File: src/rtl/occ_pkg.sv
// Shared types and default sizing for the lot occupancy tracker.
package occ_pkg;

   typedef enum logic [2:0] {
      IDLE = 3'd0,
      EN1  = 3'd1,
      EN2  = 3'd2,
      EN3  = 3'd3,
      EX1  = 3'd4,
      EX2  = 3'd5,
      EX3  = 3'd6
   } occ_state_t;

   localparam int CAPACITY_DEF = 25;
   localparam int CNT_W_DEF    = 5;

endpackage

File: src/rtl/sensor_sync.sv
// Two-flop synchronizer with synchronous active-high reset; used on the gate
// sensor pins when OCC_INPUT_SYNC_EN is defined.
module sensor_sync #(
   parameter int WIDTH = 1
) (
   input  logic             clk,
   input  logic             reset,
   input  logic [WIDTH-1:0] d,
   output logic [WIDTH-1:0] q
);

   logic [WIDTH-1:0] meta_r;
   logic [WIDTH-1:0] sync_r;

   // two-stage capture of the asynchronous input
   always_ff @(posedge clk) begin
      if (reset) begin
         meta_r <= {WIDTH{1'b0}};
         sync_r <= {WIDTH{1'b0}};
      end else begin
         meta_r <= d;
         sync_r <= meta_r;
      end
   end

   assign q = sync_r;

endmodule

File: src/rtl/lot_occupancy_tracker.sv
// Gate sensor decoder and saturating occupancy counter for the lot display.
// Optional input synchronizers are enabled with the OCC_INPUT_SYNC_EN macro.
module lot_occupancy_tracker
   import occ_pkg::*;
#(
   parameter int CAPACITY = CAPACITY_DEF,
   parameter int CNT_W    = CNT_W_DEF
) (
   input  logic             clk,
   input  logic             reset,
   input  logic             sensor_a,
   input  logic             sensor_b,
   output logic [CNT_W-1:0] count,
   output logic             full,
   output logic             clear,
   output logic             enter,
   output logic             exit
);

   localparam logic [CNT_W-1:0] CAP_V = CNT_W'(CAPACITY);

   logic             a_s;
   logic             b_s;
   logic [1:0]       ab_s;
   occ_state_t       state_r;
   occ_state_t       state_nxt_s;
   logic             enter_evt_s;
   logic             exit_evt_s;
   logic [CNT_W-1:0] count_r;
   logic [CNT_W-1:0] count_nxt_s;
   logic             full_r;
   logic             clear_r;
   logic             enter_r;
   logic             exit_r;

`ifdef OCC_INPUT_SYNC_EN
   sensor_sync #(.WIDTH(1)) u_sync_a (
      .clk   (clk),
      .reset (reset),
      .d     (sensor_a),
      .q     (a_s)
   );

   sensor_sync #(.WIDTH(1)) u_sync_b (
      .clk   (clk),
      .reset (reset),
      .d     (sensor_b),
      .q     (b_s)
   );
`else
   assign a_s = sensor_a;
   assign b_s = sensor_b;
`endif

   assign ab_s = {a_s, b_s};

   // passage decoder: events fire only on the final all-clear sample
   always_comb begin
      state_nxt_s = state_r;
      enter_evt_s = 1'b0;
      exit_evt_s  = 1'b0;
      case (state_r)
         IDLE: begin
            case (ab_s)
               2'b10:   state_nxt_s = EN1;
               2'b01:   state_nxt_s = EX1;
               default: state_nxt_s = IDLE;
            endcase
         end
         EN1: begin
            case (ab_s)
               2'b10:   state_nxt_s = EN1;
               2'b11:   state_nxt_s = EN2;
               default: state_nxt_s = IDLE;
            endcase
         end
         EN2: begin
            case (ab_s)
               2'b11:   state_nxt_s = EN2;
               2'b01:   state_nxt_s = EN3;
               2'b10:   state_nxt_s = EN1;
               default: state_nxt_s = IDLE;
            endcase
         end
         EN3: begin
            case (ab_s)
               2'b01:   state_nxt_s = EN3;
               2'b11:   state_nxt_s = EN2;
               2'b00: begin
                  state_nxt_s = IDLE;
                  enter_evt_s = 1'b1;
               end
               default: state_nxt_s = IDLE;
            endcase
         end
         EX1: begin
            case (ab_s)
               2'b01:   state_nxt_s = EX1;
               2'b11:   state_nxt_s = EX2;
               default: state_nxt_s = IDLE;
            endcase
         end
         EX2: begin
            case (ab_s)
               2'b11:   state_nxt_s = EX2;
               2'b10:   state_nxt_s = EX3;
               2'b01:   state_nxt_s = EX1;
               default: state_nxt_s = IDLE;
            endcase
         end
         EX3: begin
            case (ab_s)
               2'b10:   state_nxt_s = EX3;
               2'b11:   state_nxt_s = EX2;
               2'b00: begin
                  state_nxt_s = IDLE;
                  exit_evt_s  = 1'b1;
               end
               default: state_nxt_s = IDLE;
            endcase
         end
         default: state_nxt_s = IDLE;
      endcase
   end

   // saturating count: pulses still fire when the count cannot move
   always_comb begin
      count_nxt_s = count_r;
      if (enter_evt_s) begin
         if (count_r < CAP_V) begin
            count_nxt_s = count_r + {{(CNT_W-1){1'b0}}, 1'b1};
         end else begin
            count_nxt_s = count_r;
         end
      end else if (exit_evt_s) begin
         if (count_r != {CNT_W{1'b0}}) begin
            count_nxt_s = count_r - {{(CNT_W-1){1'b0}}, 1'b1};
         end else begin
            count_nxt_s = count_r;
         end
      end else begin
         count_nxt_s = count_r;
      end
   end

   // state, count and flag registers
   always_ff @(posedge clk) begin
      if (reset) begin
         state_r <= IDLE;
         count_r <= {CNT_W{1'b0}};
         full_r  <= 1'b0;
         clear_r <= 1'b1;
         enter_r <= 1'b0;
         exit_r  <= 1'b0;
      end else begin
         state_r <= state_nxt_s;
         count_r <= count_nxt_s;
         full_r  <= (count_nxt_s == CAP_V);
         clear_r <= (count_nxt_s == {CNT_W{1'b0}});
         enter_r <= enter_evt_s;
         exit_r  <= exit_evt_s;
      end
   end

   assign count = count_r;
   assign full  = full_r;
   assign clear = clear_r;
   assign enter = enter_r;
   assign exit  = exit_r;

endmodule
File: config.mk
export PLATFORM = sky130hd
export DESIGN_NAME = lot_occupancy_tracker
export DESIGN_NICKNAME = d
export VERILOG_FILES = /design/src/rtl/occ_pkg.sv /design/src/rtl/sensor_sync.sv /design/src/rtl/lot_occupancy_tracker.sv
export SDC_FILE = /design/constraint.sdc
export NUM_CORES = 1
export LEC_CHECK = 0
export CAP_MARGIN = 5
export CORE_MARGIN = 3
export CORE_UTILIZATION = 55
export CTS_BUF_LIST = sky130_fd_sc_hd__clkbuf_4 sky130_fd_sc_hd__clkbuf_8
export CTS_CLUSTER_SIZE = 25
export DETAILED_ROUTE_END_ITERATION = 10
export PLACE_DENSITY_LB_ADDON = 0.25
export SLEW_MARGIN = 20
export SYNTH_ARGS = -nofsm -noshare
export SYNTH_HDL_FRONTEND = slang
export SYNTH_SLANG_ARGS = --single-unit
File: constraint.sdc
create_clock -name clk -period 2.35 [get_ports clk]
set_clock_uncertainty 0.05 [all_clocks]
set_input_delay 0.3525 -clock clk [delete_from_list [all_inputs] [get_ports clk]]
set_output_delay 0.3525 -clock clk [all_outputs]
set_load 0.05 [all_outputs]
# Yosys cells after proc, flatten, opt, wreduce, memory -nomap -nowiden
# Index checks and enable logic that the tools add are counted.
# op_classes
addsub,2
mul,0
div_mod_pow,0
n_lt_le_gt_ge,1
n_eq_ne,10
shift,0
n_mux,15
bitwise,0
reduce_logical,4
# ops
operator,n
$pmux 3 s7,1
$mux 5,4
$pmux 3 s2,3
$eq 3x3->1 const B,3
$pmux 3 s3,1
$pmux 2 s2,2
$eq 3x2->1 const B,2
$pmux 2 s3,1
$add 5x1->5 const B,1
$eq 5x5->1 const B,1
$logic_not 5->1,1
$lt 5x5->1 const B,1
$reduce_bool 5->1,1
$sub 5x1->5 const B,1
$eq 2x2->1 const B,2
$eq 3x1->1 const B,1
$logic_not 3->1,1
$mux 1,3
$eq 2x1->1 const B,1
$logic_not 2->1,1
# totals
ff_bits,12
latch_bits,0
mem_bits_rw,0
rom_bits,0
out_inout_bits,9
wordCells,38
mem_count,0

# Longest topological paths before layout
# logic_depth
ltp_word,6
mapped_depth,7
mapped_depth_nobuf,7

# Least setup slack after synthesis
# Ideal clock, no wire load.
# synth_timing
path_type,register to register
startpoint,reg count_r[0] (netlist: count[0])
endpoint,reg clear_r (netlist: clear)
setup_ps,60
arrival_time_ps,1972
required_ps,2240
setup_slack_ps,267
stages_incl_launch_ff,7
n_path_buf,0
period_less_slack_ps,2083
cell_sequence,dfxtp_1 -> inv_1 -> ha_1 -> nor4b_1 -> a211o_1 -> a222oi_1 -> a41o_1
# synth_via
elab_chain_len,5
# synth_rtl
item,line,text
start: declaration,lot_occupancy_tracker.sv:29,logic [CNT_W-1:0] count_r;
start signal: assignment,lot_occupancy_tracker.sv:150,count_r <= {CNT_W{1'b0}};
start signal: assignment,lot_occupancy_tracker.sv:157,count_r <= count_nxt_s;
$sub 5x1->5 or $reduce_bool 5->1 (tied branches),"lot_occupancy_tracker.sv:137, lot_occupancy_tracker.sv:136",
$mux 5,lot_occupancy_tracker.sv:136,if (count_r != {CNT_W{1'b0}}) begin
$mux 5,lot_occupancy_tracker.sv:135,end else if (exit_evt_s) begin
$mux 5 *,lot_occupancy_tracker.sv:129,if (enter_evt_s) begin
$logic_not 5->1 *,lot_occupancy_tracker.sv:159,clear_r <= (count_nxt_s == {CNT_W{1'b0}});
end signal: assignment,lot_occupancy_tracker.sv:159,
end: declaration,lot_occupancy_tracker.sv:32,logic clear_r;
# Mark *: on every way between the ends. The rest lies on a longest branch, timed or not.
# A chain may end at the register's enable or synchronous reset.

# Worst setup path after layout
# layout_timing
startpoint,in sensor_a
endpoint,reg clear_r (netlist: clear)
# layout_via
elab_chain_len,6
# layout_rtl
item,line,text
start: declaration,lot_occupancy_tracker.sv:11,"input logic sensor_a,"
$logic_not 2->1 *,"lot_occupancy_tracker.sv:86, lot_occupancy_tracker.sv:112",
$mux 1 *,"lot_occupancy_tracker.sv:86, lot_occupancy_tracker.sv:112",
$mux 1,lot_occupancy_tracker.sv:62,case (state_r)
$mux 5,lot_occupancy_tracker.sv:135,
$mux 5 *,lot_occupancy_tracker.sv:129,
$logic_not 5->1 *,lot_occupancy_tracker.sv:159,
# Marks and branches as above.

==> summary.md <==
| Metric | Value |
|---|---|
| CTS tree | `yes` |
| Part of the Yosys area used for sequential elements | `between 20% and 30%` |
| Detailed placer's ending HPWL | `roughly 1.4 mm` |
| Minimum setup slack after placement | `-75.83 ps` |
| Hold path endpoint | `enter$_SDFF_PP0_` |
| Setup Crit Path Kind | `input port to flip-flop` |
| Number of buffer and inverter instances along the worst setup path | `2` |
| Max-cap violations | `0` |
| Worst R2R Setup Slack | `340 ps` |
| Gate power share | `a little over a tenth` |
| Maximum number of pins on one net before global-route repair | `13` |
| Peak clock frequency supported by timing | `0.4631 GHz` |
| Sum of negative setup slack | `0 ps` |
| GRT Total Usage | `approximately a fifth` |
| Actual slew at the worst max-slew pin | `506.6 ps` |
| Unrepaired setup endpoints after global routing | `no` |
| Area of the die | `just over 2000 µm²` |
| Remaining DRCs | `0` |
| Hold WS | `539.5 ps` |
| Share of total power in sequential cells | `56.5%` |
| Buffer depth of the longest clock path | `2` |
| Port Buffer Count | `12` |
| Vertical die dimension | `45.48 µm` |
| Number of instances in the synthesized netlist | `between 90 and 100` |
| Via count of the first global-routing pass | `741` |
| Share of post-route cells with drive strength above 1 | `10.62%` |
| Net count after synthesis | `roughly 110` |
| Sort of element at the start of the critical path | `input port` |
| Initial Utilization | `roughly three fifths` |
| Stages on worst setup path | `8` |
| Initial antenna violation count | `0` |
| Mapped cell area | `between 800 and 900 µm²` |
| Number of optimization iterations in the first detailed-route pass | `4` |
| Pins Over Slew Limit | `0` |
| Share of async-settable or async-resettable flops after synthesis | `0%` |
| Count of flip-flops with a built-in enable after synthesis | `0` |
| Reg clk slew, reported paths | `~70 ps` |
| Cells on worst reg2reg path | `7` |
| Type of the tightest min-delay check | `flip-flop to flip-flop` |
| Total power | `374.8 µW` |
| Routed length per instance | `14.72 µm` |
| Hold buffers post-CTS | `0` |
| CP arrival | `2320 ps` |
| Number of cell rows | `13` |
| Worst-Skew Late Latency | `approximately 260 ps` |
| Worst Hold Path Cells | `2` |
| Aggregate global routing overflow | `0` |
| H-tree depth | `1` |
| Syn avg cell area | `8.746 µm²` |
| Cell taking the most area after synthesis | `sky130_fd_sc_hd__dfxtp_1` |
| Status | `finished, final reports clean` |
| Maximum cell stage delay along the critical path | `about 490 ps` |
| IO Count | `13` |
| X dimension of the die | `around 45 µm` |
| Internal power | `286.1 µW` |
| Switch share | `23.68%` |
| Antenna Cells | `0` |
| CTS sink cnt | `12` |
| Most used DFF post-synth | `sky130_fd_sc_hd__dfxtp_1` |
| First-pass GRT wire length | `just over 3 mm` |
| Required time reported for the critical path endpoint | `around 2500 ps` |
| Largest delay share family, worst path | `compound AO/OA/AOI/OAI gates` |
| Master cell of the clock root buffer | `sky130_fd_sc_hd__clkbuf_4` |
| Final hold vios | `0` |
| Count of distinct cell types in the synthesized netlist | `38` |
| Post-CTS Repair Setup Buffers | `0` |
| Setup ws final | `190.8 ps` |
| Launch point of the worst reg-to-reg path | `count[0]$_SDFF_PP0_` |
| Yosys top cell area share | `28.03%` |
| Setup Viol. Count Final | `0` |
| Relative contribution of the clock network to total power | `32.4%` |
| Floorplan Core Area | `1383 µm²` |
| Crit-path max FO | `5` |
| Number of buffers created by CTS | `3` |
| Crit share post-route | `91.88%` |
| Pleak | `0.4307 nW` |
| Power density relative to cell area | `approximately 370 nW/µm²` |
| Worst Hold Launch | `state_r[1]$_SDFF_PP0_` |
| Switching component of the power | `88.75 µW` |
| Number of DRC markers in iteration 0 | `20` |
| Peak ir drop on the vdd network | `0.0002743 V` |
| Worst-path cell chain | `clkdlybuf4s50_1, inv_1, ha_1, nand4b_1, nor4b_1, a211o_1, a222oi_1, a41o_1` |
| Number of instances resized during post-cts repair | `0` |
| Wire length reported by the detailed router | `1.884 mm` |
| Synthesis-to-layout area growth | `18.69%` |
| Minimum period implied by the final worst setup slack | `approximately 2200 ps` |
| Via count | `777` |
| Global placement routability congestion | `0.8024` |
| Top cells by area, synth | `sky130_fd_sc_hd__dfxtp_1 (28%), sky130_fd_sc_hd__ha_1 (15%), sky130_fd_sc_hd__nor2_1 (5.3%)` |
| Capturing element type of the critical path | `flip-flop` |
| Synth warnings | `0` |
| #FFs+latches synth | `12` |
| Leading post-synthesis cells by instance count | `sky130_fd_sc_hd__dfxtp_1 (12), sky130_fd_sc_hd__nor2_1 (12), sky130_fd_sc_hd__ha_1 (10)` |
| Vias/cell | `6.070` |
| Antenna Violating Nets Remaining | `0` |
| Reg-to-reg endpoint | `clear$_SDFF_PP1_` |
| Relative slew slack | `66.12%` |
| # nets final | `129` |
| Slowest CP cell | `sky130_fd_sc_hd__clkdlybuf4s50_1` |
==> per-layer routing <==
layer  share of wire, %  wire (µm)  track usage, %
met4                  0          0           5.848
met5                  0          0               0
met2                 45        848           33.43
met3                8.6        162           3.162
met1                 46        872           27.47
==> worst min-delay path, cell delays in order, from the launching register on <==
cell and delay (ps):
sky130_fd_sc_hd__dfxtp_1 340, sky130_fd_sc_hd__nand4b_1 160, sky130_fd_sc_hd__nor2_1 50
==> sequential cells by signal (all words and copies together) (netlist names) <==
register,count
exit,1
clear,1
enter,1
state_r,3
full,1
count,5
==> how the worst max path moves through the flow <==
stage                   startpoint               end  slack (ps)
6_report                  sensor_a  clear$_SDFF_PP1_         190
3_3_place_gp              sensor_a  clear$_SDFF_PP1_          20
5_1_grt                   sensor_a  clear$_SDFF_PP1_          50
4_1_cts                   sensor_a  clear$_SDFF_PP1_         200
2_1_floorplan  count[0]$_SDFF_PP0_  clear$_SDFF_PP1_         270
3_5_place_dp              sensor_a  clear$_SDFF_PP1_         -80
==> layout make-up <==
type | instances | area, µm²
sequential | 12 | 240.2
clock buffer | 3 | 22.52
timing repair buffer | 18 | 165.2
inverter | 6 | 22.52
fill | 110 | 365.4
multi-input combinational | 74 | 548.0
tap | 15 | 18.77
==> through the flow <==
step	util, %	instance area, µm²	instances
final	73.57	1017	128
after global routing	73.57	1017	128
after CTS	73.57	1017	128
after detailed placement	71.95	994.7	125
after global placement	71.95	994.7	125
after floorplan	-	857.1	98
==> power by group through the flow <==
stage | clock [mW] | sequential (mW) | combinational (mW)
after CTS | 0.123 | 0.212 | 0.0411
after global placement | 0 | 0.216 | 0.0386
after floorplan | 0 | 0.212 | 0.0297
final | 0.122 | 0.212 | 0.0414
after detailed placement | 0 | 0.217 | 0.0408
after global routing | 0.131 | 0.213 | 0.0457
==> kinds of logic (layout without fill, tap and decap cells) <==
logic type               count (synthesis)  after routing  synth area share [%]
XOR/XNOR                                 1              1                 1.022
AND/OR/NAND/NOR                         37             37                 26.13
flip-flops                              12             12                 28.03
adder cells (fa/ha/maj)                 10             10                 14.60
multiplexers                             3              3                 3.504
buffers and inverters                   12             27                 8.027
AO/OA/AOI/OAI                           23             23                 18.69
==> layout by cell type (no fill, tap or decap), drive strengths merged, types with 2 or more instances in the layout <==
| master | count |
|---|---|
| and3 | 2 |
| nor4b | 3 |
| and4b | 2 |
| clkdlybuf4s50 | 12 |
| mux2i | 3 |
| nand4b | 2 |
| buf | 6 |
| clkbuf | 3 |
| a21oi | 5 |
| or3 | 2 |
| nand3b | 2 |
| ha | 10 |
| inv | 6 |
| dfxtp | 12 |
| o21ai | 2 |
| nor2 | 12 |
| nand2 | 9 |
| a31oi | 4 |
Note: power is estimated with default switching activity, not from simulation.
